[config.mk]
export PLATFORM = sky130hd
export DESIGN_NAME = align_fifo
export DESIGN_NICKNAME = d
export VERILOG_FILES = /design/src/rtl/align_pkg.sv /design/src/rtl/align_fifo_mem.sv /design/src/rtl/align_fifo.sv
export SDC_FILE = /design/constraint.sdc
export NUM_CORES = 1
export LEC_CHECK = 0
export BUFFER_PORTS_ARGS = -buffer_cell sky130_fd_sc_hd__buf_2
export CAP_MARGIN = 40
export CELL_PAD_IN_SITES_DETAIL_PLACEMENT = 1
export CELL_PAD_IN_SITES_GLOBAL_PLACEMENT = 1
export CORE_MARGIN = 1.5
export CORE_UTILIZATION = 45
export DETAILED_ROUTE_END_ITERATION = 7
export PLACE_DENSITY = 0.72
export SLEW_MARGIN = 30
export SYNTH_ARGS = -nofsm -noshare
export SYNTH_HDL_FRONTEND = slang
export SYNTH_HIERARCHICAL = 1
export SYNTH_SLANG_ARGS = --single-unit
[constraint.sdc]
create_clock -name clk -period 18.9 [get_ports clk]
set_clock_uncertainty 0.2 [all_clocks]
set_input_delay 2.835 -clock clk [delete_from_list [all_inputs] [get_ports clk]]
set_output_delay 2.835 -clock clk [all_outputs]
set_load 0.01 [all_outputs]
[src/rtl/align_pkg.sv]
// Shared defaults and helpers for the align_* datapath blocks.
package align_pkg;

    localparam int unsigned ALIGN_DATA_BIT   = 256;
    localparam int unsigned ALIGN_FIFO_DEPTH = 4;

    // Width needed to hold an occupancy of 0..depth inclusive.
    function automatic int unsigned cnt_w(input int unsigned depth);
        return $clog2(depth + 1);
    endfunction

endpackage

[src/rtl/align_fifo_mem.sv]
// Storage array for align_fifo: one synchronous write port, one asynchronous read port.
module align_fifo_mem #(
    parameter int unsigned DATA_BIT = 256,
    parameter int unsigned DEPTH    = 4
) (
    input  logic                        clk,
    input  logic                        we,
    input  logic [$clog2(DEPTH)-1:0]    waddr,
    input  logic [DATA_BIT-1:0]         wdata,
    input  logic [$clog2(DEPTH)-1:0]    raddr,
    output logic [DATA_BIT-1:0]         rdata
);

    logic [DATA_BIT-1:0] mem [DEPTH];

    // Contents are intentionally not reset so this can map onto an SRAM macro.
    always_ff @(posedge clk) begin
        if (we) begin
            mem[waddr] <= wdata;
        end
    end

    assign rdata = mem[raddr];

endmodule

[src/rtl/align_fifo.sv]
// Show-ahead elastic buffer between align_s2p and the compute consumer, with sticky overflow flag.
module align_fifo
    import align_pkg::*;
#(
    parameter int unsigned DATA_BIT = ALIGN_DATA_BIT,
    parameter int unsigned DEPTH    = ALIGN_FIFO_DEPTH,
    parameter int unsigned AFULL_TH = 3
) (
    input  logic                        clk,
    input  logic                        rstn,
    input  logic [DATA_BIT-1:0]         idata,
    input  logic                        idata_valid,
    output logic                        idata_ready,
    output logic [DATA_BIT-1:0]         odata,
    output logic                        odata_valid,
    input  logic                        odata_ready,
    output logic [cnt_w(DEPTH)-1:0]     count,
    output logic                        afull,
    output logic                        drop
);

    localparam int unsigned PTR_W = $clog2(DEPTH);
    localparam int unsigned CNT_W = cnt_w(DEPTH);

    logic [PTR_W-1:0]    wptr;
    logic [PTR_W-1:0]    rptr;
    logic [CNT_W-1:0]    count_nxt;
    logic [DATA_BIT-1:0] rdata;
    logic                push;
    logic                pop;

    // Handshakes qualify only on registered flags, so no input reaches an output combinationally.
    assign push = idata_valid && idata_ready;
    assign pop  = odata_valid && odata_ready;

    always_comb begin
        count_nxt = count;
        case ({push, pop})
            2'b10:   count_nxt = count + CNT_W'(1);
            2'b01:   count_nxt = count - CNT_W'(1);
            default: count_nxt = count;
        endcase
    end

    // Status flags are registered from the next occupancy so they line up with count.
    always_ff @(posedge clk or negedge rstn) begin
        if (!rstn) begin
            wptr        <= '0;
            rptr        <= '0;
            count       <= '0;
            idata_ready <= 1'b1;
            odata_valid <= 1'b0;
            afull       <= 1'b0;
            drop        <= 1'b0;
        end else begin
            if (push) begin
                wptr <= wptr + PTR_W'(1);
            end
            if (pop) begin
                rptr <= rptr + PTR_W'(1);
            end
            count       <= count_nxt;
            idata_ready <= (count_nxt != CNT_W'(DEPTH));
            odata_valid <= (count_nxt != '0);
            afull       <= (count_nxt >= CNT_W'(AFULL_TH));
            if (idata_valid && !idata_ready) begin
                drop <= 1'b1;
            end
        end
    end

    align_fifo_mem #(
        .DATA_BIT (DATA_BIT),
        .DEPTH    (DEPTH)
    ) u_mem (
        .clk   (clk),
        .we    (push),
        .waddr (wptr),
        .wdata (idata),
        .raddr (rptr),
        .rdata (rdata)
    );

    // Gate the uninitialised array so odata reads zero out of reset and when empty.
    assign odata = odata_valid ? rdata : '0;

endmodule

# Word level (Yosys, flattened, before mapping)
# Memory sizes are Yosys's and may differ from the RTL's.
# Cells that the tools add are included.
[word_totals]
elab_cells = 25
memories = 1
ff_bits = 11
input_bits = 260
out_inout_bits = 263
mem_bits_rw = 1024
[classes]
mux = 4
magnitude_cmp = 1
eq_ne = 3
reduce_logical = 5
n_addsub = 4
[mem_list]
columns = ["name", "words", "word_bits", "read_ports", "rd_clocked_by_memory_dff", "write_ports", "line", "source"]
rows = [
  ["u_mem.mem", 4, 256, 1, 0, 1, "align_fifo_mem.sv:14", "logic [DATA_BIT-1:0] mem [DEPTH];"],
]
[op_table]
columns = ["op", "count"]
rows = [
  ["256-bit 2-to-1 mux", 1],
  ["3-bit case mux with 2 select lines", 1],
  ["2-bit by 1-bit adder with 2-bit output, second input constant", 2],
  ["3-bit by 1-bit adder with 3-bit output, second input constant", 1],
  ["3-bit by 2-bit greater-or-equal comparator with 1-bit output, second input constant", 1],
  ["1-bit logical AND", 3],
  ["3-bit inequality test, second input constant", 1],
  ["3-bit nonzero test", 1],
  ["3-bit by 1-bit subtractor with 3-bit output, second input constant", 1],
  ["2-bit by 1-bit == test with 1-bit output, second input constant", 1],
  ["2-bit == test, second input constant", 1],
  ["1-bit 2-to-1 mux", 2],
  ["1-bit logical NOT", 1],
]

# Longest topological paths before layout
# Gate-level depths: netlist (run 1).
[logic_depth]
ltp_word = 4
mapped_depth = 6
mapped_depth_nobuf = 6

# Cells and area by module
# Netlist (run 1), hierarchy kept.
[modules_own_cells]
columns = ["mod", "seq_area_each_um2", "cells_each", "n_inst", "area_each_um2"]
rows = [
  ["align_fifo_mem", 30749.5, 1341, 1, 37216.9],
  ["align_fifo", 276.5, 323, 1, 2235.9],
]

# Worst setup path before layout (run 1)
# OpenSTA, ideal clock, no wires.
[synth_timing]
kind = "input to register"
from = "input port idata_valid"
to = "memory u_mem.mem[0][0] (enable)"
t_arrival_ns = 21.226
n_path_buf = 0
cell_stages = 3
path_slack_ns = -3.763
required_time_ns = 17.463
setup_time_ns = 1.237
cell_sequence = "nand2_1 inv_1 nor3b_1"
[synth_via]
elab_chain_cells = 3
[synth_rtl]
columns = ["item", "line", "source"]
rows = [
  ["start: declaration", "align_fifo.sv:12", "input logic idata_valid,"],
  ["1-bit logical AND", "align_fifo.sv:33", "assign push = idata_valid && idata_ready;"],
  ["named net push", "align_fifo.sv:29", "logic push;"],
  ["1-bit 2-to-1 mux", "align_fifo_mem.sv:18", "if (we) begin"],
  ["1-bit 2-to-1 mux (implied by the code)", "align_fifo_mem.sv:19", "mem[waddr] <= wdata;"],
  ["end: declaration", "align_fifo_mem.sv:14", ""],
]
# The timed path passes the listed nets, and every way through them passes these cells.

# Worst setup path in the final report (run 1)
[layout_timing]
from = "register rptr[0]"
to = "output port odata[38]"
[layout_via]
elab_chain_cells = 2
[layout_rtl]
columns = ["item", "line", "source"]
rows = [
  ["start: declaration", "align_fifo.sv:26", "logic [PTR_W-1:0] rptr;"],
  ["start signal: assignment", "align_fifo.sv:60", "rptr <= rptr + PTR_W'(1);"],
  ["memory 4 x 256 bit", "--", ""],
  ["named net rdata[38]", "align_fifo.sv:28", "logic [DATA_BIT-1:0] rdata;"],
  ["256-bit 2-to-1 mux", "align_fifo.sv:85", "assign odata = odata_valid ? rdata : '0;"],
  ["end: declaration", "align_fifo.sv:14", "output logic [DATA_BIT-1:0] odata,"],
]
# The timed path passes the listed nets, and every way through them passes these cells.

==> results of run 1 <==
-- registers in the layout (all words and copies together), names as in the netlist --
register and cells:
idata_ready 1, drop 1, wptr 2, count 3, u_mem/mem 1024, rptr 2, afull 1, odata_valid 1
-- worst reg2reg max path, stage by stage (launching register included) --
cell and delay, ps:
dfstp_2 540, nand2_1 100, inv_1 130, and3b_4 580, buf_12 390, buf_16 490
buf_4 840
-- cell usage in the layout (no fill, tap or decap), types with 2 or more instances in the layout --
cell,instances
edfxtp_1,1024
buf_2,522
and2_1,257
mux4_2,256
clkbuf_16,109
clkinv_1,32
clkbuf_1,23
diode_2,20
clkinv_2,15
buf_4,13
buf_12,9
dfrtp_1,7
bufinv_16,7
xnor2_1,6
buf_16,6
inv_6,5
buf_6,5
nand2_1,4
nand3_1,3
dfrtp_4,3
inv_1,2
a21o_1,2
clkinv_8,2
clkinvlp_4,2
and3b_4,2
-- final cells by class --
cell class / count / area [µm²] / share of cell area (%)
inverters: 2 / 7.51 / 0.0161
well taps: 1155 / 1450 / 3.10
repair buffers: 555 / 3110 / 6.68
multi-input cells: 541 / 7620 / 16.4
diodes: 20 / 50.0 / 0.107
clock inverters: 64 / 505 / 1.08
flip-flops and latches: 1035 / 31000 / 66.6
clock buffers: 132 / 2810 / 6.04
-- cells by family (layout without fill, tap and decap cells) --
logic type | Yosys count | count (layout)
compound gates | 4 | 4
xor+xnor | 7 | 7
fa+ha+maj | 2 | 2
buf+inv | 88 | 753
flops | 1035 | 1035
mux | 257 | 257
other cells | 0 | 20
simple gates | 271 | 271
-- report_power, final --
part           total [mW]  switching [mW]  leakage, nW  internal, mW
Sequential           3.16           0.155         9.50          3.00
Clock                1.99           0.843         1.62          1.15
Combinational        2.37            1.27         4.73          1.10
-- how the worst min path moves through the flow --
stage,cells after the start,end
detailed placement,1,drop
global route,1,drop
global placement,1,drop
finish,1,drop
CTS,1,drop
floorplan,1,rptr[0]
-- metal layers --
metal | global-route usage, % | up-vias | routed length [µm] | part of all wire (%)
li1 | - | 8037 | - | -
met1 | 24.4 | 9847 | 33600 | 38
met2 | 33.5 | 603 | 46100 | 52
met3 | 5.72 | 163 | 6430 | 7.2
met4 | 8.15 | 24 | 2770 | 3.1
met5 | 0 | - | 139 | 0.16
-- synthesized netlist by cell type --
master / number / area, µm²
dfrtp_1: 10 / 250
buf_12: 22 / 440
clkbuf_2: 1 / 5.00
buf_4: 1 / 7.51
buf_2: 51 / 255
and2_1: 257 / 1610
mux2_4: 1 / 15.0
edfxtp_1: 1024 / 30700
nor3b_1: 2 / 15.0
dfstp_2: 1 / 26.3
inv_1: 2 / 7.51
a21o_1: 2 / 15.0
buf_8: 6 / 90.1
buf_1: 1 / 3.75
nand3_1: 3 / 15.0
and3_1: 1 / 6.26
or3_4: 1 / 11.3
fa_1: 1 / 20.0
nor2_1: 1 / 3.75
clkbuf_1: 3 / 11.3
xnor2_1: 6 / 52.6
a32oi_1: 1 / 8.76
and3b_1: 2 / 17.5
nand2_1: 4 / 15.0
ha_1: 1 / 12.5
xor2_1: 1 / 8.76
o21ai_0: 1 / 5.00
mux4_2: 256 / 5770
buf_6: 1 / 11.3
-- per-stage QoR --
step | total power, mW | setup slack, ps | hold WS [ps] | instances | util (%)
6_report | 7.52 | 11790 | 283 | 3504 | 53.7
5_1_grt | 7.87 | 11390 | 322 | 3501 | 53.7
4_1_cts | 7.64 | 11550 | 284 | 3481 | 53.6
3_5_place_dp | 5.62 | 12290 | 271 | 3285 | 49.7
3_3_place_gp | 5.54 | 11990 | 240 | 3277 | 49.5
2_1_floorplan | 4.89 | 5190 | 283 | 1664 | -
==> results.ini, run 1 <==
[status]
status = complete, no violations

[floorplan]
dieArea_um2 = 89500
die_h_um = 299
coreArea_um2 = 86800
io-pin-count = 523
die_w_um = 299
row_count = 108
start_util_pct = 45.5

[yosys]
synth.avg_cell_area_um2 = 23.7
synthesis.area_um2 = 39500
synth_top_family_by_area = multiplexers
synthMuxAreaShare_pct = 14.7
yosys_warnings = 6
synth-simple-area-share_pct = 4.29
ys_seq_area_share_pct = 78.6
synth_compound_area_share_pct = 0.0729
synth_cell_types = 29
syn_nets = 1926
synth_xor_xnor_area_share_pct = 0.155
synth-seq-cells = 1035
synth_cells = 1664
synthAdderAreaFrac_pct = 0.0825

[worst_hold_path]
hold_class = reg2reg
hp-start = drop

[power_and_ir_drop]
power_density_nw_per_um2 = 161
leakage_nw = 15.9
vdd_drop_max_mv = 0.112

[sta]
final-hold-violation-count = 0
rsz0062_at_grt = no
setup_viol = 0
period_share_pct = 37.6
max_slew_margin_pct = 45.3
slew_viol_final = 0
layout_min_cycle_time_ps = 7110
tightest_slew_ps = 821
max_freq_ghz = 0.141
setup-tns-final_ps = 0

[clock_network]
cts-resized-gates = 0
cts-root-buf = clkbuf_16
cts_made_buffers = 107
clk_path_buf_depth = 3
cts_tree = yes
cts_hold_buf = 0
clock_latency_ps = 660
cts_setup_buffers = 0
clk_pin_slew_ps = 60
clock-sinks = 1035
htreeDepth = 3

[finish]
fillers = 7719
drive_gt1_share_pct = 41.3
nNetsFinal = 2504
design_area_um2 = 46600
area_delta_synth_final_pct = 18.1

[route]
wl_per_cell_um = 25.4
drtPass1Iterations = 4
num_vias = 18700
drt_iter0_drc = 1200
finalWirelength_um = 89000
ant_nets = 0
route.detailed.drc = 0
vias_per_cell = 5.33

[grt]
grt_pass1_vias = 20500
grt_first_pass_wirelength_um = 132000
grt_max_degree = 149
grt_usage_pct = 19.9
grt_overflow = 0
antenna_found_initial = 31

[worst_setup_path]
critPathBufInv = 4
worstSetupPathType = reg2out
critical_path_depth = 6
crit_path_max_fanout = 48
required_ps = 15870
crit_arrival_ps = 4080
rr_endpoint = u_mem/mem[2][246]
slowest_stage = dfrtp_4
endpoint = odata[38]
rrSetupSlack_ps = 15220
rr_worst_depth = 6
startpoint = rptr[0]
cpLargestDelayFamily = buffers and inverters
r2r-start = idata_ready
cpPeakStageDelay_ps = 920
cp_cell_sequence = buf_6 > buf_4 > buf_12 > mux4_2 > and2_1 > buf_2
start_kind = flop
worstSetupEndpointType = primary output

[placed_design]
place_area_um2 = 43100
io_buffers = 522
place_congestion = 0.745
hpwl_um = 54100

[flow_run]
drv_cap = 0

(Power assumes the default switching activity.)
==> run 2, diff against run 1 <==
--- a/config.mk
+++ b/config.mk
@@ -5,14 +5,15 @@
 export SDC_FILE = /design/constraint.sdc
 export NUM_CORES = 1
 export LEC_CHECK = 0
+export ABC_AREA = 1
 export BUFFER_PORTS_ARGS = -buffer_cell sky130_fd_sc_hd__buf_2
 export CAP_MARGIN = 40
 export CELL_PAD_IN_SITES_DETAIL_PLACEMENT = 1
 export CELL_PAD_IN_SITES_GLOBAL_PLACEMENT = 1
 export CORE_MARGIN = 1.5
-export CORE_UTILIZATION = 45
+export CORE_UTILIZATION = 46
 export DETAILED_ROUTE_END_ITERATION = 7
-export PLACE_DENSITY = 0.72
+export PLACE_DENSITY = 0.77
 export SLEW_MARGIN = 30
 export SYNTH_ARGS = -nofsm -noshare
 export SYNTH_HDL_FRONTEND = slang
==> constraint.sdc (replaced) <==
create_clock -name clk -period 6.6 [get_ports clk]
set_clock_uncertainty 0.2 [all_clocks]
set_input_delay 0.99 -clock clk [delete_from_list [all_inputs] [get_ports clk]]
set_output_delay 0.99 -clock clk [all_outputs]
set_load 0.01 [all_outputs]
==> results.ini, run 2 <==
[status]
status = complete, no violations  ; unchanged

[clock_network]
cts-root-buf = clkbuf_16  ; unchanged
cts-resized-gates = 0  ; unchanged
clk_path_buf_depth = 3  ; unchanged
clk_pin_slew_ps = 60  ; about the same
cts_hold_buf = 1  ; was 0
cts_made_buffers = 109  ; was 107
clock-sinks = 1035  ; unchanged
cts_tree = yes  ; unchanged
htreeDepth = 3  ; unchanged
cts_setup_buffers = 0  ; unchanged
clock_latency_ps = 700  ; was 660 ps

[yosys]
ys_seq_area_share_pct = 67.7  ; was 78.6%
synth-seq-cells = 1035  ; unchanged
synthTopCellsByArea = edfxtp_1, nand2_1, inv_1, nand3_1, buf_6  ; was edfxtp_1, mux4_2, and2_1, buf_12, buf_2
synthesis.area_um2 = 45800  ; was 39500 µm²
ys_top_cells_by_count = nand2_1, inv_1, edfxtp_1, nand3_1, buf_2  ; was edfxtp_1, and2_1, mux4_2, buf_2, buf_12
synth_cell_types = 20  ; was 29
syn_nets = 4871  ; was 1926
synth-edff-count = 1024  ; unchanged
async_flop_share_pct = 1.06  ; unchanged
synth_cells = 4609  ; was 1664
netlist.area_leader.share_pct = 67.1  ; was 77.9%
post-synth-top-count-cell = nand2_1  ; was edfxtp_1
yosys.area.top_type = edfxtp_1  ; unchanged
yosys_warnings = 6  ; unchanged
synth.avg_cell_area_um2 = 9.94  ; was 23.7 µm²
synth-main-ff-cell = edfxtp_1  ; unchanged

[floorplan]
dieArea_um2 = 102000  ; was 89500 µm²
row_count = 115  ; was 108
die_h_um = 319  ; was 299 µm
io-pin-count = 523  ; unchanged
start_util_pct = 46.5  ; was 45.5%
die_w_um = 319  ; was 299 µm
coreArea_um2 = 98600  ; was 86800 µm²

[grt]
grt_pass1_vias = 34500  ; was 20.5k
use_met1_pct = 27.6  ; was 24.4%
grtUsageMet2_pct = 43.4  ; was 33.5%
top_usage_layer = met2  ; unchanged
antenna_found_initial = 54  ; was 31
grt_first_pass_wirelength_um = 190000  ; was 132000 µm
grt_max_degree = 228  ; was 149
met3_usage_pct = 6.15  ; was 5.72%
grt_usage_pct = 24.2  ; was 19.9%
grt_overflow = 0  ; unchanged

[sta]
slew_viol_final = 0  ; unchanged
rsz0062_at_grt = no  ; unchanged
tightest_slew_ps = 1080  ; was 821 ps
final-hold-violation-count = 0  ; unchanged
setup_ws_ps = 1720  ; was 11790 ps
period_share_pct = 74.0
max_slew_margin_pct = 28.2  ; was 45.3%
setup-tns-final_ps = 0  ; unchanged
layout_min_cycle_time_ps = 4880
setup_viol = 0  ; unchanged
max_freq_ghz = 0.205

[finish]
multi_input_area_um2 = 8570  ; was 7620 µm²
top_regs = u_mem/mem (1024), count (3)  ; unchanged
fillers = 11100  ; was 7719
regArea_um2 = 31000  ; unchanged
instances_no_fill = 6490  ; was 3504
largest_register = u_mem/mem  ; unchanged
area_delta_synth_final_pct = 15.4  ; was 18.1%
nNetsFinal = 5342  ; was 2504
mostFrequentLayoutCells = nand2_1, inv_1, edfxtp_1  ; was edfxtp_1, buf_2, and2_1
layout_commonest_cell = nand2_1  ; was edfxtp_1
largest_register_ffs = 1024  ; unchanged
drive_gt1_share_pct = 14.1  ; was 41.3%

[route]
route.detailed.drc = 0  ; unchanged
finalWirelength_um = 123000  ; was 89000 µm
drt_iter0_drc = 2073  ; was 1200
wl_per_cell_um = 19.0  ; was 25.4 µm
vias_per_cell = 4.91  ; was 5.33
num_vias = 31800  ; was 18.7k
drtPass1Iterations = 5  ; was 4
ant_nets = 0  ; unchanged

[worst_setup_path]
rr_worst_depth = 6  ; unchanged
required_ps = 5410  ; was 15870 ps
crit_arrival_ps = 3690  ; was 4080 ps
startpoint = rptr[0]  ; unchanged
rr_endpoint = u_mem/mem[3][203]  ; was u_mem/mem[2][246]
slowest_stage = dfrtp_4  ; unchanged
rrSetupSlack_ps = 3860  ; was 15220 ps
worstSetupEndpointType = primary output  ; unchanged
endpoint = odata[99]  ; was odata[38]
cpLargestDelayFamily = buffers and inverters  ; unchanged
crit_path_max_fanout = 148  ; was 48
cpPeakStageDelay_ps = 660  ; was 920 ps
start_kind = flop  ; unchanged
path_common_cell = nand2_1
critPathBufInv = 5  ; was 4
r2r-start = idata_ready  ; unchanged
cp_cell_sequence = inv_16 > buf_16 > buf_4 > nand2_1 > nand3_1 > nand2_1 > nand2_1 > inv_1 > buf_2  ; was buf_6 > buf_4 > buf_12 > mux4_2 > and2_1 > buf_2
critical_path_depth = 9  ; was 6
worstSetupPathType = reg2out  ; unchanged

[power_and_ir_drop]
comb_power_share_pct = 38.6  ; was 31.6%
power_density_nw_per_um2 = 463  ; was 161 nW/µm²
p_sw_share_pct = 38.9  ; was 30.2%
p_clk_share_pct = 24.8  ; was 26.5%
cell_internal_pwr_mw = 15.0  ; was 5.25 mW
vdd_drop_max_mv = 0.418  ; was 0.112 mV
leakage_nw = 26.1  ; was 15.9 nW
seqPwrFrac_pct = 36.6  ; was 42.0%
p_switching_mw = 9.53  ; was 2.27 mW

[placed_design]
place_congestion = 0.776  ; was 0.745
io_buffers = 522  ; unchanged
dp_cells = 6251  ; was 3285
dp_slack_ps = 2490  ; was 12290 ps
hpwl_um = 73300  ; was 54100 µm

[flow_run]
drv_cap = 0  ; unchanged

[worst_hold_path]
hold_class = in2reg  ; was reg2reg

[run 2: area by class of cell]
| class | instances | area share [%] |
|---|---|---|
| inverter | 1294 | 9.25 |
| sequential | 1035 | 58.7 |
| antenna | 33 | 0.156 |
| tap | 1287 | 3.04 |
| clock buffer | 135 | 5.52 |
| multi-input combinational | 2081 | 16.2 |
| clock inverter | 66 | 1.16 |
| timing repair buffer | 559 | 6.01 |
[run 2: cell families (layout without fill, tap and decap cells)]
kind of cell | Yosys count | count (layout) | synth area share (%)
AND/OR/NAND/NOR | 2075 | 2075 | 18.4
buffers and inverters | 1493 | 2054 | 13.7
flip-flops | 1035 | 1035 | 67.7
XOR/XNOR | 3 | 3 | 0.0574
adder cells (fa/ha/maj) | 2 | 2 | 0.0710
AO/OA/AOI/OAI | 1 | 1 | 0.0164
other | 0 | 33 | 0
[run 2: how the worst min path moves through the flow]
stage                    start           endpoint  slack (ps)  cells after the start
detailed placement        drop               drop         320                      1
global placement          drop               drop         260                      1
global route        idata[241]  u_mem/mem[0][241]         270                      1
CTS                 idata[150]  u_mem/mem[0][150]         250                      1
finish              idata[236]  u_mem/mem[2][236]         290                      1
floorplan              rptr[1]            rptr[1]         240                      1
[run 2: metrics by stage]
| stage | power (mW) | instance area, µm² | util, % | hold slack, ps |
|---|---|---|---|---|
| after floorplan | 15.3 | 45900 | - | 236 |
| after global placement | 18.1 | 49100 | 49.8 | 256 |
| after detailed placement | 18.5 | 49200 | 49.9 | 324 |
| after CTS | 24.7 | 52700 | 53.5 | 250 |
| after global routing | 26.0 | 52900 | 53.6 | 274 |
| final | 24.5 | 52900 | 53.7 | 291 |
[run 2: power groups by stage]
stage	Sequential, mW	Combinational [mW]	Clock, mW
after CTS	8.99	9.50	6.19
after detailed placement	9.12	9.37	0
final	8.95	9.46	6.08
after floorplan	9.16	6.16	0
after global placement	9.09	9.00	0
after global routing	9.04	10.5	6.44
[run 2: worst register-to-register path: stages, from the launching register on]
cell and delay, ps:
dfstp_2 590, nand2_8 80, inv_6 70, inv_6 50, nor3_4 120, buf_4 440, buf_12 530
[run 2: routing by layer]
metal | vias up | routed length, µm
met5 | - | 251
met3 | 237 | 8200
met1 | 15700 | 47600
met2 | 790 | 63600
met4 | 40 | 3480
li1 | 15000 | -
==> run 3, diff against run 2 <==
==> constraint.sdc (replaced) <==
create_clock -name clk -period 4.7 [get_ports clk]
set_clock_uncertainty 0.2 [all_clocks]
set_input_delay 0.705 -clock clk [delete_from_list [all_inputs] [get_ports clk]]
set_output_delay 0.705 -clock clk [all_outputs]
set_load 0.01 [all_outputs]
==> results.ini, run 3 (synthesis results as in run 2) <==
[finish]
largest_register = u_mem/mem  ; unchanged
design_area_um2 = 55200  ; was 52900 µm²
nNetsFinal = 5572  ; was 5342
layout_commonest_cell = nand2_1  ; unchanged
fillers = 10900  ; was 11.1k
largest_register_ffs = 1024  ; unchanged
mostFrequentLayoutCells = nand2_1, inv_1, edfxtp_1  ; unchanged
instances_no_fill = 6709  ; was 6490
area_delta_synth_final_pct = 20.4  ; was 15.4%
top_regs = u_mem/mem (1024), count (3)  ; unchanged
drive_gt1_share_pct = 13.9  ; was 14.1%
utilization_pct = 56.0  ; was 53.7%

[grt]
grt_pass1_vias = 36600  ; was 34.5k
grt_usage_pct = 25.3  ; was 24.2%
grt_max_degree = 211  ; was 228
grt_overflow = 0  ; unchanged
grt_first_pass_wirelength_um = 199000  ; was 190000 µm
antenna_found_initial = 33  ; was 54

[route]
wl_per_cell_um = 19.4  ; was 19.0 µm
ant_nets = 0  ; unchanged
finalWirelength_um = 130000  ; was 123000 µm
vias_per_cell = 4.92  ; was 4.91
drt_iter0_drc = 2030  ; was 2073
num_vias = 33000  ; was 31.8k
drtPass1Iterations = 5  ; unchanged
route.detailed.drc = 0  ; unchanged

[placed_design]
io_buffers = 522  ; unchanged
place_area_um2 = 49600  ; was 49200 µm²
hpwl_um = 76200  ; was 73300 µm
dp_cells = 6284  ; was 6251
place_congestion = 0.782  ; was 0.776

[sta]
max_freq_ghz = 0.234
slew_viol_final = 0  ; unchanged
tightest_slew_ps = 1120  ; was 1080 ps
layout_min_cycle_time_ps = 4270
rsz0062_at_grt = no  ; unchanged
setup_viol = 0  ; unchanged
max_slew_margin_pct = 25.4  ; was 28.2%
final-hold-violation-count = 0  ; unchanged
setup-tns-final_ps = 0  ; unchanged
period_share_pct = 90.9

[floorplan]
coreArea_um2 = 98600  ; unchanged
die_w_um = 319  ; unchanged
start_util_pct = 46.5  ; unchanged
row_count = 115  ; unchanged
dieArea_um2 = 102000  ; unchanged
die_h_um = 319  ; unchanged
io-pin-count = 523  ; unchanged

[power_and_ir_drop]
vdd_drop_max_mv = 0.481  ; was 0.418 mV
cell_internal_pwr_mw = 21.2  ; was 15.0 mW
comb_power_share_pct = 39.6  ; was 38.6%
leakage_nw = 27.1  ; was 26.1 nW
p_clk_share_pct = 24.2  ; was 24.8%
p_switching_mw = 13.8  ; was 9.53 mW
p_sw_share_pct = 39.4  ; was 38.9%
power_density_nw_per_um2 = 633  ; was 463 nW/µm²
seqPwrFrac_pct = 36.2  ; was 36.6%
total_power_mw = 34.9  ; was 24.5 mW

[worst_setup_path]
startpoint = rptr[0]  ; unchanged
endpoint = odata[87]  ; was odata[99]
crit_arrival_ps = 3370  ; was 3690 ps
worstSetupPathType = reg2out  ; unchanged
required_ps = 3800  ; was 5410 ps
rrSetupSlack_ps = 1960  ; was 3860 ps
start_kind = flop  ; unchanged
worstSetupEndpointType = primary output  ; unchanged
crit_path_max_fanout = 126  ; was 148
r2r-start = odata_valid  ; was idata_ready
rr_worst_depth = 8  ; was 6
rr_endpoint = odata_valid  ; was u_mem/mem[3][203]

[status]
status = complete, no violations  ; unchanged

[clock_network]
clock_latency_ps = 680  ; was 700 ps
clk_path_buf_depth = 3  ; unchanged
cts-root-buf = clkbuf_16  ; unchanged
clock-sinks = 1035  ; unchanged
cts_made_buffers = 110  ; was 109
cts_setup_buffers = 0  ; unchanged
clk_pin_slew_ps = 60  ; about the same
cts-resized-gates = 0  ; unchanged
htreeDepth = 3  ; unchanged
cts_tree = yes  ; unchanged

[flow_run]
drv_cap = 0  ; unchanged

[worst_hold_path]
hold_class = in2reg  ; unchanged
whs_path_depth = 1  ; unchanged

run 3: changes by cell type in the layout (fill, tap and decap cells not counted), sizes merged:
cell         delta
inv             +1
clkbuf          +3
bufinv          -2
diode          -13
clkinvlp        -1
clkinv          +2
dlygate4sd3   +199
buf            +30
run 3: worst min-delay path by stage:
| stage | endpoint | slack, ps | start |
|---|---|---|---|
| after global placement | drop | 250 | drop |
| after detailed placement | drop | 290 | drop |
| after global routing | u_mem/mem[2][9] | 10 | idata[9] |
| final | u_mem/mem[0][32] | 50 | idata[32] |
| after floorplan | afull | 210 | rstn |
| after CTS | u_mem/mem[0][211] | 0.01 | idata[211] |
run 3: worst max-delay path, stage by stage, from the launching register on:
cell and delay (ps):
dfrtp_4 690, inv_16 360, buf_16 380, buf_4 400
nand2_1 110, nand3_1 110, nand2_1 80, nand2_1 100
inv_1 50, buf_2 130
run 3: area by class of cell:
type | count | area [µm²] | area share, %
Sequential cell | 1035 | 31000 | 56.3
Clock inverter | 66 | 549 | 0.996
Clock buffer | 138 | 2940 | 5.33
Tap cell | 1287 | 1610 | 2.92
Multi-Input combinational cell | 2081 | 8570 | 15.5
Antenna cell | 20 | 50.0 | 0.0907
Timing Repair Buffer | 788 | 5520 | 10.0
Inverter | 1294 | 4890 | 8.87
run 3: metal layers:
| metal | part of all wire (%) | GRT usage, % |
|---|---|---|
| met5 | 0.16 | 0 |
| met4 | 3.1 | 9.46 |
| met3 | 5.9 | 5.95 |
| met2 | 52 | 46.3 |
| met1 | 38 | 28.5 |
run 3: power by group through the flow:
stage               logic [mW]  clock network [mW]  registers, mW
floorplan                 8.65                   0           12.9
global placement          13.0                   0           12.7
CTS                       13.8                8.60           12.6
detailed placement        13.4                   0           12.8
global route              15.2                8.94           12.8
finish                    13.8                8.45           12.7
run 3: what timing repair did:
item	CTS	global route
setup endpoints to repair	0	0
endpoints found under the hold margin	784	0
hold buffers	200	0
run 3: metrics by stage:
step | hold slack, ps | setup slack [ps]
final | 47.3 | 427
after detailed placement | 289 | 1360
after global routing | 11.4 | 295
after floorplan | 209 | -2890
after global placement | 252 | 1480
after CTS | 0.00966 | 627
